**src/rtl/rope_pkg.sv**
```systemverilog
// Shared types and constants for the rope (harpoon) controller.
//   rope_state_t : controller state encoding
//   GAME_PLAY    : game FSM mode code for "play"; must match the game FSM encoding
//   COORD_W      : screen coordinate width
package rope_pkg;

  typedef enum logic [1:0] {
    IDLE     = 2'd0,
    EXTEND   = 2'd1,
    COOLDOWN = 2'd2
  } rope_state_t;

  localparam logic [1:0]  GAME_PLAY = 2'd1;
  localparam int unsigned COORD_W   = 11;

endpackage

```
**src/rtl/rise_edge_detect.sv**
```systemverilog
// Rising-edge detector for a level input (e.g. a key or fire request).
//   clk    : clock
//   resetN : synchronous reset, active high
//   in     : level input
//   pulse  : high for the cycle in which in is 1 and was 0 on the previous edge
// Holding the input high yields exactly one pulse.
module rise_edge_detect (
  input  logic clk,
  input  logic resetN,
  input  logic in,
  output logic pulse
);

  logic prev_q;

  always_ff @(posedge clk) begin
    if (resetN) prev_q <= 1'b0;
    else        prev_q <= in;
  end

  assign pulse = in & ~prev_q;

endmodule

```
**src/rtl/rope_controller.sv**
```systemverilog
// Rope (harpoon) shot sequencer: turns the fire request level into single shots,
// raises the rope tip once per frame, ends the shot on a ball hit or at the ceiling,
// then holds off further shots for a number of frames.
//   clk, resetN   : clock, synchronous active-high reset
//   startOfFrame  : one-cycle frame tick (motion tick)
//   gameState     : game mode code; GAME_PLAY enables the controller
//   ropeDeploy    : fire request level
//   playerX       : launch X, captured at fire
//   col_rope_ball : rope/ball collision (pulse or level)
//   ropeActive    : rope should be drawn
//   ropeX         : rope X latched at fire
//   ropeTopY      : current rope tip Y
//   ropeHitPulse  : one-cycle pulse on a ball hit
//   busy          : shot or cooldown in progress
// All outputs are registered.
module rope_controller
  import rope_pkg::*;
#(
  parameter int unsigned TOP_Y           = 32,
  parameter int unsigned FLOOR_Y         = 448,
  parameter int unsigned EXTEND_STEP     = 4,
  parameter int unsigned COOLDOWN_FRAMES = 8
) (
  input  logic               clk,
  input  logic               resetN,
  input  logic               startOfFrame,
  input  logic [1:0]         gameState,
  input  logic               ropeDeploy,
  input  logic [COORD_W-1:0] playerX,
  input  logic               col_rope_ball,
  output logic               ropeActive,
  output logic [COORD_W-1:0] ropeX,
  output logic [COORD_W-1:0] ropeTopY,
  output logic               ropeHitPulse,
  output logic               busy
);

  localparam int unsigned CNT_W =
      (COOLDOWN_FRAMES > 0) ? $clog2(COOLDOWN_FRAMES + 1) : 1;

  localparam logic [COORD_W-1:0] TopY    = COORD_W'(TOP_Y);
  localparam logic [COORD_W-1:0] FloorY  = COORD_W'(FLOOR_Y);
  localparam logic [COORD_W-1:0] Step    = COORD_W'(EXTEND_STEP);
  localparam logic [CNT_W-1:0]   CntInit = CNT_W'(COOLDOWN_FRAMES);

  rope_state_t        state_q, state_d;
  logic [CNT_W-1:0]   cnt_q, cnt_d;
  logic [COORD_W-1:0] rope_x_d, rope_top_d;
  logic               active_d, busy_d, hit_d;
  logic               fire, play, can_step;
  logic [COORD_W-1:0] headroom;

  rise_edge_detect u_fire_edge (
    .clk    (clk),
    .resetN (resetN),
    .in     (ropeDeploy),
    .pulse  (fire)
  );

  assign play     = (gameState == GAME_PLAY);
  // The tip never sits above TOP_Y, so this subtraction cannot wrap.
  assign headroom = ropeTopY - TopY;
  assign can_step = (headroom > Step);

  // State and output registers
  always_ff @(posedge clk) begin
    if (resetN) begin
      state_q      <= IDLE;
      cnt_q        <= '0;
      ropeActive   <= 1'b0;
      busy         <= 1'b0;
      ropeHitPulse <= 1'b0;
      ropeX        <= '0;
      ropeTopY     <= FloorY;
    end else begin
      state_q      <= state_d;
      cnt_q        <= cnt_d;
      ropeActive   <= active_d;
      busy         <= busy_d;
      ropeHitPulse <= hit_d;
      ropeX        <= rope_x_d;
      ropeTopY     <= rope_top_d;
    end
  end

  // Next state
  always_comb begin
    state_d = state_q;
    if (!play) begin
      state_d = IDLE;
    end else begin
      unique case (state_q)
        IDLE:     if (fire) state_d = EXTEND;
        EXTEND: begin
          // Collision outranks the frame tick.
          if (col_rope_ball)                   state_d = COOLDOWN;
          else if (startOfFrame && !can_step)  state_d = COOLDOWN;
        end
        COOLDOWN: begin
          // A zero count only occurs with COOLDOWN_FRAMES = 0.
          if (cnt_q == '0)                                  state_d = IDLE;
          else if (startOfFrame && cnt_q == CNT_W'(1))      state_d = IDLE;
        end
        default:  state_d = IDLE;
      endcase
    end
  end

  // Registered-output next values
  always_comb begin
    rope_x_d   = ropeX;
    rope_top_d = ropeTopY;
    cnt_d      = cnt_q;
    hit_d      = 1'b0;

    unique case (state_q)
      IDLE: begin
        if (state_d == EXTEND) begin
          rope_x_d   = playerX;
          rope_top_d = FloorY;
        end
      end
      EXTEND: begin
        if (play) begin
          if (col_rope_ball) begin
            hit_d = 1'b1;
          end else if (startOfFrame) begin
            rope_top_d = can_step ? (ropeTopY - Step) : TopY;
          end
          if (state_d == COOLDOWN) cnt_d = CntInit;
        end
      end
      COOLDOWN: begin
        if (play && startOfFrame && cnt_q != '0) cnt_d = cnt_q - CNT_W'(1);
      end
      default: ;
    endcase

    // Any return to IDLE (shot done or leaving play) parks the tip on the floor.
    if (state_d == IDLE) begin
      rope_top_d = FloorY;
      cnt_d      = '0;
    end

    active_d = (state_d == EXTEND);
    busy_d   = (state_d != IDLE);
  end

endmodule

```
**config.mk**
```make
export PLATFORM = sky130hd
export DESIGN_NAME = rope_controller
export DESIGN_NICKNAME = d
export VERILOG_FILES = /design/src/rtl/rope_pkg.sv /design/src/rtl/rise_edge_detect.sv /design/src/rtl/rope_controller.sv
export SDC_FILE = /design/constraint.sdc
export NUM_CORES = 1
export LEC_CHECK = 0
export BUFFER_PORTS_ARGS = -buffer_cell sky130_fd_sc_hd__buf_2
export CAP_MARGIN = 25
export CORE_ASPECT_RATIO = 1.4
export CORE_MARGIN = 2
export CORE_UTILIZATION = 50
export DETAILED_ROUTE_END_ITERATION = 7
export PLACE_DENSITY = 0.78
export SYNTH_ARGS = -nofsm -noshare
export SYNTH_HDL_FRONTEND = slang
export SYNTH_HIERARCHICAL = 1
export SYNTH_SLANG_ARGS = --single-unit
```
**constraint.sdc**
```tcl
create_clock -name clk -period 2.4 [get_ports clk]
set_input_delay 0 -clock clk [delete_from_list [all_inputs] [get_ports clk]]
set_output_delay 0 -clock clk [all_outputs]
set_load 0.1 [all_outputs]
```
Word-level counts from Yosys, hierarchy flattened
Cells that the tools add are included.
- add/sub/neg operators: 3
- magnitude comparators: 1
- eq/ne operators: 12
- multiplexer cells: 18
- bitwise gates (word level): 4
- reduce and logical (&&, ||, !) cells: 17
- operator list (kind ; count):
    $mux W11 ; 5
    $pmux W11 S2 ; 1
    $mux W2 ; 6
    $mux W4 ; 3
    $ne A2 B2 Y1 const B ; 6
    $gt A11 B3 Y1 const B ; 1
    $sub A11 B3 Y11 const B ; 1
    $sub A11 B6 Y11 const B ; 1
    $pmux W4 S2 ; 1
    $eq A2 B1 Y1 const B ; 3
    $pmux W2 S3 ; 1
    $reduce_bool A2 Y1 ; 3
    $reduce_and A5 Y1 ; 1
    $eq A2 B2 Y1 const B ; 2
    $eq A4 B1 Y1 const B ; 1
    $logic_and A1 B1 Y1 ; 4
    $logic_not A2 Y1 ; 2
    $logic_not A4 Y1 ; 1
    $reduce_and A4 Y1 ; 1
    $reduce_bool A4 Y1 ; 1
    $sub A4 B1 Y4 const B ; 1
    $not A1 Y1 ; 3
    $reduce_or A3 Y1 ; 1
    $reduce_and A2 Y1 ; 1
    other kinds (4) ; 4
- register bits: 32
- bits of input ports: 18
- logic and storage cells: 63

Longest topological paths before layout
Gate-level depths: netlist of the first run.
- depth in word-level cells: 12
- depth in mapped cells: 8
- depth with buffers taken out: 7

Cells and area by module
Netlist of the first run, hierarchy kept.
- by module, submodules not included (module ; times used ; cells each ; area an instance (µm²) ; seq. area each (µm²)):
    rope_controller ; 1 ; 172 ; 1413.9 ; 580.6
    rise_edge_detect ; 1 ; 3 ; 47.5 ; 20.0

Worst setup path before layout of the first run
OpenSTA, ideal clock, no wires.
- path kind: reg-to-reg
- from: register ropeTopY[5]
- to: register ropeTopY[8]
- arrival: 2.649 ns
- data required time: 2.276 ns
- slack: -0.373 ns
- stages on the path, launching flop included: 8
- period minus slack after synthesis: 2.773 ns
- cells stage by stage: dfxtp_1 ha_1 or3b_1 a221oi_2 and2_4 buf_6 o21ai_0 a2111o_1
- cells in the longest elaborated chain, start to end: 11
- elaborated cells between the ends (all ways): 19
- classes of those cells: 2 x add/sub; 1 x order compare; 2 x eq/ne; 9 x mux; 5 x reduce/logical
- RTL lines (item ; line ; source):
    start, declared ; rope_controller.sv:33 ; output logic [COORD_W-1:0] ropeTopY,
    start signal, assigned ; rope_controller.sv:74 ; ropeTopY <= FloorY;
    start signal, assigned ; rope_controller.sv:82 ; ropeTopY <= rope_top_d;
    $sub A11 B6 Y11 ; rope_controller.sv:62 ; assign headroom = ropeTopY - TopY;
    $gt A11 B3 Y1 ; rope_controller.sv:63 ; assign can_step = (headroom > Step);
    $logic_not A1 Y1 ; rope_controller.sv:97 ; else if (startOfFrame && !can_step) state_d = COOLDOWN;
    $logic_and A1 B1 Y1 ; rope_controller.sv:97 ;
    $mux W2 ; rope_controller.sv:97 ;
    $mux W2 ; rope_controller.sv:96 ; if (col_rope_ball) state_d = COOLDOWN;
    $pmux W2 S3 ; rope_controller.sv:92 ; unique case (state_q)
    $mux W2 ; rope_controller.sv:89 ; if (!play) begin
    $eq A2 B1 Y1 ; rope_controller.sv:118 ; if (state_d == EXTEND) begin
    $ne A2 B2 Y1 (no line) ; -- ;
    $reduce_and A5 Y1 (no line) ; -- ;
Several ways; a longest one is shown, not always the timed one. The select of a mux whose other input is x is not followed.
A chain may end at the register's enable or synchronous reset.

Final worst setup path of the first run
- from: register ropeTopY[6]
- to: register ropeTopY[6]
The elaborated chain is that of the path after synthesis.

==> impl_metrics.tcl, run 1 <==
set metrics [dict create \
    outcome "complete, no violations" \
    cts-htree-levels 2 \
    start_util 0.518 \
    vias_per_cell 5.34 \
    buffer_ports.inserted 40 \
    netlist_instances 175 \
    drt_iter0_drc 35 \
    r2r-end "ropeTopY[6]" \
    drive_above_1_share 0.261 \
    vias_in_the_first_global_route 1340 \
    finalCoreUtilization 0.671 \
    worst_setup_path_end_kind "register" \
    syn-cell-area_sq_um 1460 \
    hpwlAfterDp_mm 2.52 \
    finalCriticalPeriod_ns 2.13 \
    async_reset_ff_frac 0 \
    timing_worst_setup_path_type "reg2reg" \
    die_height_microns 68.0 \
    dieWidth_microns 49.7 \
    total_power_mw 1.03 \
    fillerInstances 269 \
    synth_top_area_frac 0.411 \
    ant_nets 0 \
    tritoncts.num_buffers 5 \
    antenna_cells_inserted 0 \
    setup_viol 0 \
    drc_violations_left 0 \
    cp_data_required_time_ns 2.58 \
    syn-mean-instance-area_sq_um 8.35 \
    achievable-frequency_mhz 470 \
    hold_path.class "in2reg" \
    period_share 0.887 \
    fin_worst_skew_ns 0.0130 \
    cap_violations 0 \
    top_level_ports 43 \
    routedWlPerCell_microns 14.0 \
    whs_endpoint "ropeHitPulse" \
    cts.repair.resized 0 \
    globalRouteOverflowTotal 0 \
    antenna_found_initial 0 \
    grt_max_degree 15 \
    ys_seq_elements 30 \
    netlist.top_cell.by_area "sky130_fd_sc_hd__dfxtp_1" \
    gpl.final_weighted_congestion 0.970 \
    vias 1427 \
    synthToLayoutAreaGrowth_pct 29.5 \
    cellLeakagePower_nw 0.763 \
    grt_usage 0.238 \
    synth_top_cells_by_count "34 x sky130_fd_sc_hd__nand2_1, 30 x sky130_fd_sc_hd__dfxtp_1, 20 x sky130_fd_sc_hd__a21oi_1" \
    dieArea_sq_um 3380 \
    worst_hold_slack_ns 0.0327 \
    synth_edf_count 0 \
    clock_tree.root_cell "sky130_fd_sc_hd__clkbuf_8" \
    synth_flop_cell "sky130_fd_sc_hd__dfxtp_1" \
    synth_sequential_area_ratio 0.411 \
    synth_area_leaders "sky130_fd_sc_hd__dfxtp_1 41%, sky130_fd_sc_hd__nand2_1 8.7%, sky130_fd_sc_hd__a21oi_1 6.8%, sky130_fd_sc_hd__ha_1 5.1%, sky130_fd_sc_hd__nor2_1 2.3%" \
    cts_tree "yes" \
    grt_pass1_wl_mm 6.02 \
    first_pass_iters 4 \
    arrival_ns 2.30 \
    ir_drop_uv 568 \
    r2r_start "ropeTopY[6]" \
    fp-row-count 23 \
    finalMaxSlewViolations 0 \
    synth_warnings 6 \
    hold_path_origin "col_rope_ball" \
    design.final.nets 254 \
    netlist-cell-type-count 43 \
    timing.hold.worst_path_depth 2 \
    clock_insertion_delay_worst_skew_ns 0.29 \
    grt_setup_unrepaired "false" \
    ff2ff_setup_slack_ns 0.27 \
    timing.reg2reg.worst_path_depth 7 \
    cellPowerDensity_nw_per_um2 546 \
    numClockSinks 30 \
    critical_path.startpoint_type "register" \
    totalWireLength_mm 3.75 \
    core_footprint_sq_um 2820 \
    path_max_fanout 12 \
    post-synth-top-count-cell "sky130_fd_sc_hd__nand2_1" \
    clk_transition_reported_paths_ns 0.07 \
    timing_hold_violations_final 0 \
    cts-root-to-sink-buffers 2 \
]
[stage by stage]
stage	std cells	TNS [ns]	worst slack, ns	instance area (sq um)
2_1_floorplan	176	-0.00362	-0.00362	1470
3_3_place_gp	248	0	0.404	1700
3_5_place_dp	248	0	0.324	1700
4_1_cts	267	0	0.309	1890
5_1_grt	267	0	0.160	1890
6_report	267	0	0.272	1890
[cell families (layout without fill, tap and decap cells)]
group | Yosys count | count (layout) | share of synthesized area
buffers and inverters | 16 | 70 | 0.0514
AOI/OAI and AO/OA | 40 | 40 | 0.176
xor gates and xnor gates | 3 | 3 | 0.0180
other | 1 | 2 | 0.00257
DFF | 30 | 30 | 0.411
adders and majority gates | 6 | 6 | 0.0514
and+or+nand+nor | 79 | 79 | 0.290
[worst max path at each step]
stage | depth (start not counted) | slack, ns | start | end
6_report | 7 | 0.27 | ropeTopY[6] | ropeTopY[6]
5_1_grt | 7 | 0.16 | ropeTopY[6] | ropeTopY[5]
4_1_cts | 7 | 0.31 | ropeTopY[6] | ropeTopY[8]
3_5_place_dp | 7 | 0.32 | ropeTopY[6] | ropeTopY[8]
3_3_place_gp | 7 | 0.40 | ropeTopY[6] | ropeTopY[8]
2_1_floorplan | 7 | -0.004 | ropeTopY[5] | ropeTopY[8]
[state kept, by name, summed over array words and instances (netlist names)]
name and cells:
ropeActive 1, ropeTopY 9, ropeX 11, cnt_q 4, u_fire_edge/prev_q 1, ropeHitPulse 1
busy 1, state_q 2
[cell type report]
cell class | instances | area, sq um | area share
Clock buffer | 7 | 76.3 | 0.0403
Sequential cell | 30 | 607 | 0.321
Multi-Input combinational cell | 130 | 790 | 0.417
Timing Repair Buffer | 55 | 343 | 0.181
Tap cell | 37 | 46.3 | 0.0245
Inverter | 8 | 30.0 | 0.0159
[metal layers]
layer,GRT usage,share of wire,wire [microns]
met4,0.108,0.012,44
met2,0.453,0.54,2030
met5,0,0,0
met1,0.241,0.40,1490
met3,0.0633,0.049,182
[layout by cell type, fill, tap and decap left out, types with 4 or more instances in the layout]
master / count
sky130_fd_sc_hd__nor3b_1: 4
sky130_fd_sc_hd__nand2b_1: 5
sky130_fd_sc_hd__ha_1: 6
sky130_fd_sc_hd__buf_2: 40
sky130_fd_sc_hd__o21ai_0: 6
sky130_fd_sc_hd__inv_1: 8
sky130_fd_sc_hd__dfxtp_1: 25
sky130_fd_sc_hd__nand3_1: 4
sky130_fd_sc_hd__clkbuf_8: 5
sky130_fd_sc_hd__nand2_1: 34
sky130_fd_sc_hd__dfxtp_2: 5
sky130_fd_sc_hd__dlygate4sd3_1: 12
sky130_fd_sc_hd__nor2_1: 9
sky130_fd_sc_hd__a21oi_1: 20
[power by group]
part | switching [mW] | total (mW) | internal [mW]
sequential | 0.00406 | 0.510 | 0.506
combinational | 0.0956 | 0.136 | 0.0403
clock | 0.187 | 0.387 | 0.199
total | 0.287 | 1.03 | 0.745
[repair_timing]
action	in CTS	in global routing
hold buffers	12	0
hold endpoints to repair	12	0
buffers inserted	0	0
[worst max-delay path: stages (launching register included)]
cell and delay, ns:
sky130_fd_sc_hd__dfxtp_2 0.34, sky130_fd_sc_hd__inv_1 0.09, sky130_fd_sc_hd__ha_1 0.13, sky130_fd_sc_hd__or3b_1 0.36, sky130_fd_sc_hd__a221oi_2 0.29, sky130_fd_sc_hd__and2_4 0.25, sky130_fd_sc_hd__o21ai_0 0.16, sky130_fd_sc_hd__a221o_1 0.39
Power figures use the tool's default switching activity.
==> inputs of run 2 (changes only) <==
Settings changed: BUFFER_PORTS_ARGS -buffer_cell sky130_fd_sc_hd__buf_2 to unset, CORE_UTILIZATION 50 to 61, DONT_BUFFER_PORTS set to 1, PLACE_DENSITY 0.78 to 0.77.
==> run 2 against run 1 <==
Against the previous run: hold slack gained 0.012 ns; first-iteration DRC count up 80%; critical path type unchanged; combinational power down 7%; largest cell class unchanged; highest routed layer unchanged; power decreased by 7.1%.
==> impl_metrics.tcl, run 2 (synthesis gave the netlist of run 1 again) <==
set metrics [dict create \
    outcome "complete, no violations" \
    core_footprint_sq_um 2340 \
    drc_violations_left 0 \
    finalMaxSlewViolations 0 \
    timing_hold_violations_final 0 \
    antenna_cells_inserted 0 \
    cellPowerDensity_nw_per_um2 510 \
    max_slew_margin 0.371 \
    globalRouteOverflowTotal 0 \
    die_height_microns 61.9 \
    finalCriticalPeriod_ns 2.26 \
    achievable-frequency_mhz 443 \
    tightestPinTransition_ns 0.942 \
    dieArea_sq_um 2810 \
    vias_per_cell 6.01 \
    antenna_found_initial 0 \
    largest_registers "ropeX (11), ropeTopY (9), cnt_q (4)" \
    pwr-share-comb 0.132 \
    grt_setup_unrepaired "false" \
    ant_nets 0 \
    final.setup.tns_ns 0 \
    pwr-share-seq 0.537 \
    r2r_start "ropeTopY[6]" \
    worst_setup_path_end_kind "register" \
    placedInstanceArea_sq_um 1620 \
    fp-row-count 21 \
    start_util 0.625 \
    grt_pass1_wl_mm 6.11 \
    fin_worst_skew_ns 0.00853 \
    timing_worst_setup_path_type "reg2reg" \
    cellLeakagePower_nw 0.717 \
    cts-root-to-sink-buffers 2 \
    most-common-layout-cells "34 x sky130_fd_sc_hd__nand2_1, 25 x sky130_fd_sc_hd__dfxtp_1, 24 x sky130_fd_sc_hd__buf_4" \
    numClockSinks 30 \
    path_max_fanout 5 \
    first_pass_iters 4 \
    internal_power_mw 0.685 \
    ir_drop_uv 692 \
    total_power_mw 0.959 \
    vias_in_the_first_global_route 1364 \
    largest_reg_flops 11 \
    period_share 0.941 \
    clk_transition_reported_paths_ns 0.10 \
    final-instance-count-excl-fill 241 \
    top_level_ports 43 \
    hold_path.class "in2reg" \
    critical_path.startpoint_type "register" \
    top_register "ropeX" \
    routedWlPerCell_microns 16.8 \
    cap_violations 0 \
    cts-htree-levels 2 \
    sw_frac_of_total 0.286 \
    dieWidth_microns 45.4 \
    worst_hold_slack_ns 0.0448 \
    finalCoreUtilization 0.805 \
    vias 1449 \
    setup_viol 0 \
    design.final.nets 241 \
    layout_setup_ws_ns 0.143 \
    gpl.final_weighted_congestion 0.902 \
    finish.instance_area_sq_um 1880 \
    placedCellCount 213 \
    layout.cells.most_common "sky130_fd_sc_hd__nand2_1" \
    grt_max_degree 15 \
    drive_above_1_share 0.206 \
    clkPwrFrac 0.331 \
    cp_data_required_time_ns 2.61 \
    placement_setup_slack_ns 0.345 \
    cts_tree "yes" \
    hpwlAfterDp_mm 2.40 \
    hold_path_origin "ropeDeploy" \
    tritoncts.num_buffers 5 \
    grt_usage 0.315 \
    startpoint "ropeTopY[6]" \
    totalWireLength_mm 4.05 \
    arrival_ns 2.47 \
    clock_tree.root_cell "sky130_fd_sc_hd__clkbuf_4" \
    drt_iter0_drc 63 \
    synthToLayoutAreaGrowth_pct 28.8 \
    clock_insertion_delay_worst_skew_ns 0.33 \
    power_switching_mw 0.274 \
    buffer_ports.inserted 0 \
]
## run 2: cell count changes in the layout (fill, tap and decap cells not counted), moves of 4 or more
| cell | delta |
|---|---|
| sky130_fd_sc_hd__clkbuf_4 | +5 |
| sky130_fd_sc_hd__buf_4 | +21 |
| sky130_fd_sc_hd__clkbuf_8 | -4 |
| sky130_fd_sc_hd__buf_2 | -40 |
| sky130_fd_sc_hd__dlygate4sd3_1 | +6 |
## run 2: cell type report
class	count	area [sq um]
multi-input cells	130	796
flip-flops and latches	30	607
fillers	146	457
repair buffers	42	360
clock buffers	7	55.1
inverters	8	30.0
well taps	23	28.8
clock inverters	1	5.00
## run 2: path summary, 6_finish.rpt
kind | end | slack [ns] | cells after the start
worst min-delay path | ropeActive | 0.04 | 3
worst min register to register | ropeTopY[3] | 0.50 | 2
worst max register to register | state_q[0] | 0.14 | 8
worst max-delay path | state_q[0] | 0.14 | 8
## run 2: power by group through the flow
| stage | Combinational (mW) | Sequential [mW] | Clock [mW] |
|---|---|---|---|
| after floorplan | 0.0458 | 0.566 | 0 |
| after global placement | 0.0942 | 0.526 | 0 |
| after detailed placement | 0.0957 | 0.526 | 0 |
| after CTS | 0.119 | 0.515 | 0.320 |
| after global routing | 0.132 | 0.515 | 0.344 |
| final | 0.127 | 0.515 | 0.317 |
## run 2: worst max-delay path, stage by stage (launching register included)
cell and delay, ns:
sky130_fd_sc_hd__dfxtp_2 0.35, sky130_fd_sc_hd__inv_2 0.07, sky130_fd_sc_hd__ha_1 0.13, sky130_fd_sc_hd__or3b_1 0.36, sky130_fd_sc_hd__a221oi_2 0.33, sky130_fd_sc_hd__a31oi_2 0.15
sky130_fd_sc_hd__nand2_1 0.11, sky130_fd_sc_hd__a21oi_1 0.08, sky130_fd_sc_hd__dlygate4sd3_1 0.57
## run 2: repair_timing
action	4_1_cts	5_1_grt
buffers inserted	0	2
hold buffers	17	1
endpoints found under the hold margin	16	1
gates resized for setup	0	2
endpoints found under the setup margin	0	1
## run 2: layer usage
| layer | track usage | wire length (microns) |
|---|---|---|
| met3 | 0.0983 | 278 |
| met1 | 0.295 | 1440 |
| met2 | 0.604 | 2250 |
| met5 | 0 | 0 |
| met4 | 0.147 | 90 |
==> inputs of run 3 (changes only) <==
Clock period 2.4 ns to 2.28 ns, I/O delays scaled along.
==> run 3 against run 2 <==
Against the previous run: clock power grew 3%; clock-buffer cell count is the same; first-iteration DRC count shrank 13%; cell area shrank 1.0%; power grew 4.0%; sequential share of layout area grew 0.59 points; critical path type unchanged; cell count shrank 0.83%; flip-flop and latch count is the same; sequential power grew 4.9%.
==> impl_metrics.tcl, run 3 (synthesis gave the netlist of run 1 again) <==
set metrics [dict create \
    outcome "complete, no violations" \
    placement_setup_slack_ns 0.188 \
    cts-htree-levels 2 \
    largest_registers "ropeX (11), ropeTopY (9), cnt_q (4)" \
    top_register "ropeX" \
    ir_drop_uv 596 \
    cp_data_required_time_ns 2.49 \
    period_share 0.927 \
    path_delay_family "compound AO/OA/AOI/OAI gates" \
    antenna_found_initial 0 \
    hold_path.class "in2reg" \
    path_max_fanout 12 \
    top_level_ports 43 \
    vias 1434 \
    arrival_ns 2.33 \
    critical_path.cell_chain "inv_1 > ha_1 > or3b_1 > a221oi_2 > and2_4 > o21ai_0 > a2111o_1" \
    start_util 0.625 \
    sw_frac_of_total 0.279 \
    grt_max_degree 15 \
    pwr-share-seq 0.541 \
    design.final.nets 239 \
    drt_iter0_drc 55 \
    gpl.final_weighted_congestion 0.903 \
    cap_violations 0 \
    fin_worst_skew_ns 0.00746 \
    tightestPinTransition_ns 0.969 \
    fp-row-count 21 \
    timing.hold.worst_path_depth 3 \
    routedWlPerCell_microns 16.1 \
    antenna_cells_inserted 0 \
    cts-root-to-sink-buffers 2 \
    dieArea_sq_um 2810 \
    cts_tree "yes" \
    globalRouteOverflowTotal 0 \
    first_pass_iters 4 \
    total_power_mw 0.997 \
    power_switching_mw 0.278 \
    worst_setup_path_end_kind "register" \
    hpwlAfterDp_mm 2.50 \
    setup_viol 0 \
    ff2ff_setup_slack_ns 0.17 \
    slowest_delay_ns 0.40 \
    max_slew_margin 0.353 \
    ant_nets 0 \
    worst_hold_slack_ns 0.0209 \
    timing_hold_violations_final 0 \
    clk_transition_reported_paths_ns 0.09 \
    finish.instance_area_sq_um 1860 \
    buffer_ports.inserted 0 \
    dieWidth_microns 45.4 \
    r2r_start "ropeTopY[6]" \
    drc_violations_left 0 \
    numClockSinks 30 \
    pwr-share-comb 0.133 \
    timing_worst_setup_path_type "reg2reg" \
    whs_endpoint "state_q[0]" \
    postCtsSetupRepairBufs 0 \
    hold_path_origin "ropeDeploy" \
    grt_usage 0.296 \
    layout.cells.most_common "sky130_fd_sc_hd__nand2_1" \
    critical_path.startpoint_type "register" \
    internal_power_mw 0.719 \
    cellLeakagePower_nw 0.707 \
    largest_reg_flops 11 \
    drive_above_1_share 0.194 \
    grt_pass1_wl_mm 5.95 \
    grt_setup_unrepaired "false" \
    clock_insertion_delay_worst_skew_ns 0.32 \
    finalMaxSlewViolations 0 \
    layout_setup_ws_ns 0.167 \
    finalCriticalPeriod_ns 2.11 \
    most-common-layout-cells "34 x sky130_fd_sc_hd__nand2_1, 25 x sky130_fd_sc_hd__dfxtp_1, 23 x sky130_fd_sc_hd__buf_4" \
    cp_num_buf_inv 1 \
    synthToLayoutAreaGrowth_pct 27.5 \
    clkPwrFrac 0.326 \
    vias_per_cell 6.00 \
    totalWireLength_mm 3.85 \
    clock_tree.root_cell "sky130_fd_sc_hd__clkbuf_4" \
    die_height_microns 61.9 \
    core_footprint_sq_um 2340 \
    vias_in_the_first_global_route 1350 \
    placedInstanceArea_sq_um 1630 \
    cellPowerDensity_nw_per_um2 535 \
    r2r-end "ropeTopY[8]" \
    achievable-frequency_mhz 473 \
    fillerInstances 143 \
    timing.critical_path.slowest_stage_cell "sky130_fd_sc_hd__a2111o_1" \
    tritoncts.num_buffers 5 \
    final.setup.tns_ns 0 \
    timing.reg2reg.worst_path_depth 7 \
]
[run 3: cell count changes in the layout (fill, tap and decap cells not counted)]
cell,delta
sky130_fd_sc_hd__dfxtp_2,-2
sky130_fd_sc_hd__inv_2,-1
sky130_fd_sc_hd__inv_1,+1
sky130_fd_sc_hd__a31oi_2,-1
sky130_fd_sc_hd__dfxtp_4,+2
sky130_fd_sc_hd__a31oi_1,+1
sky130_fd_sc_hd__dlygate4sd3_1,-1
sky130_fd_sc_hd__buf_4,-1
[run 3: worst max-delay path by stage]
stage | start | endpoint | slack, ns | cells past startpoint
floorplan | ropeTopY[7] | ropeTopY[4] | 0.004 | 6
global placement | ropeTopY[6] | ropeTopY[8] | 0.24 | 7
detailed placement | ropeTopY[6] | ropeTopY[8] | 0.19 | 7
CTS | ropeTopY[6] | ropeTopY[8] | 0.16 | 7
global route | ropeTopY[6] | ropeTopY[5] | 0.03 | 7
finish | ropeTopY[6] | ropeTopY[8] | 0.17 | 7
[run 3: timing repair]
action                    in CTS  in global routing
gates resized for setup        0                  0
hold endpoints to repair      16                  0
hold buffers                  17                  0
[run 3: routing by layer]
metal / vias up / routed length, microns / global-route usage
met5: - / 0 / 0
met2: 59 / 2210 / 0.588
li1: 686 / - / -
met4: 0 / 85 / 0.0966
met1: 679 / 1350 / 0.286
met3: 10 / 209 / 0.0809
[run 3: worst min-delay path, cell delays in order]
cell	delay, ns
sky130_fd_sc_hd__nor2b_4	0.10
sky130_fd_sc_hd__nand2_1	0.11
sky130_fd_sc_hd__a21oi_1	0.08
[run 3: per-stage QoR]
| stage | utilization | std cells |
|---|---|---|
| 3_5_place_dp | 0.698 | 214 |
| 4_1_cts | 0.797 | 239 |
| 2_1_floorplan | - | 176 |
| 5_1_grt | 0.797 | 239 |
| 3_3_place_gp | 0.698 | 214 |
| 6_report | 0.797 | 239 |
[run 3: cell type report]
cell class / count / area, sq um / share of cell area
Timing Repair Buffer: 40 / 343 / 0.184
Tap cell: 23 / 28.8 / 0.0154
Sequential cell: 30 / 612 / 0.328
Clock inverter: 1 / 5.00 / 0.00269
Multi-Input combinational cell: 130 / 790 / 0.424
Inverter: 8 / 30.0 / 0.0161
Clock buffer: 7 / 55.1 / 0.0295
[run 3: power groups by stage]
stage	Sequential [mW]	Combinational (mW)	Clock (mW)
final	0.540	0.133	0.325
after global routing	0.540	0.138	0.356
after CTS	0.539	0.129	0.330
after detailed placement	0.552	0.103	0
after global placement	0.551	0.101	0
after floorplan	0.594	0.0483	0
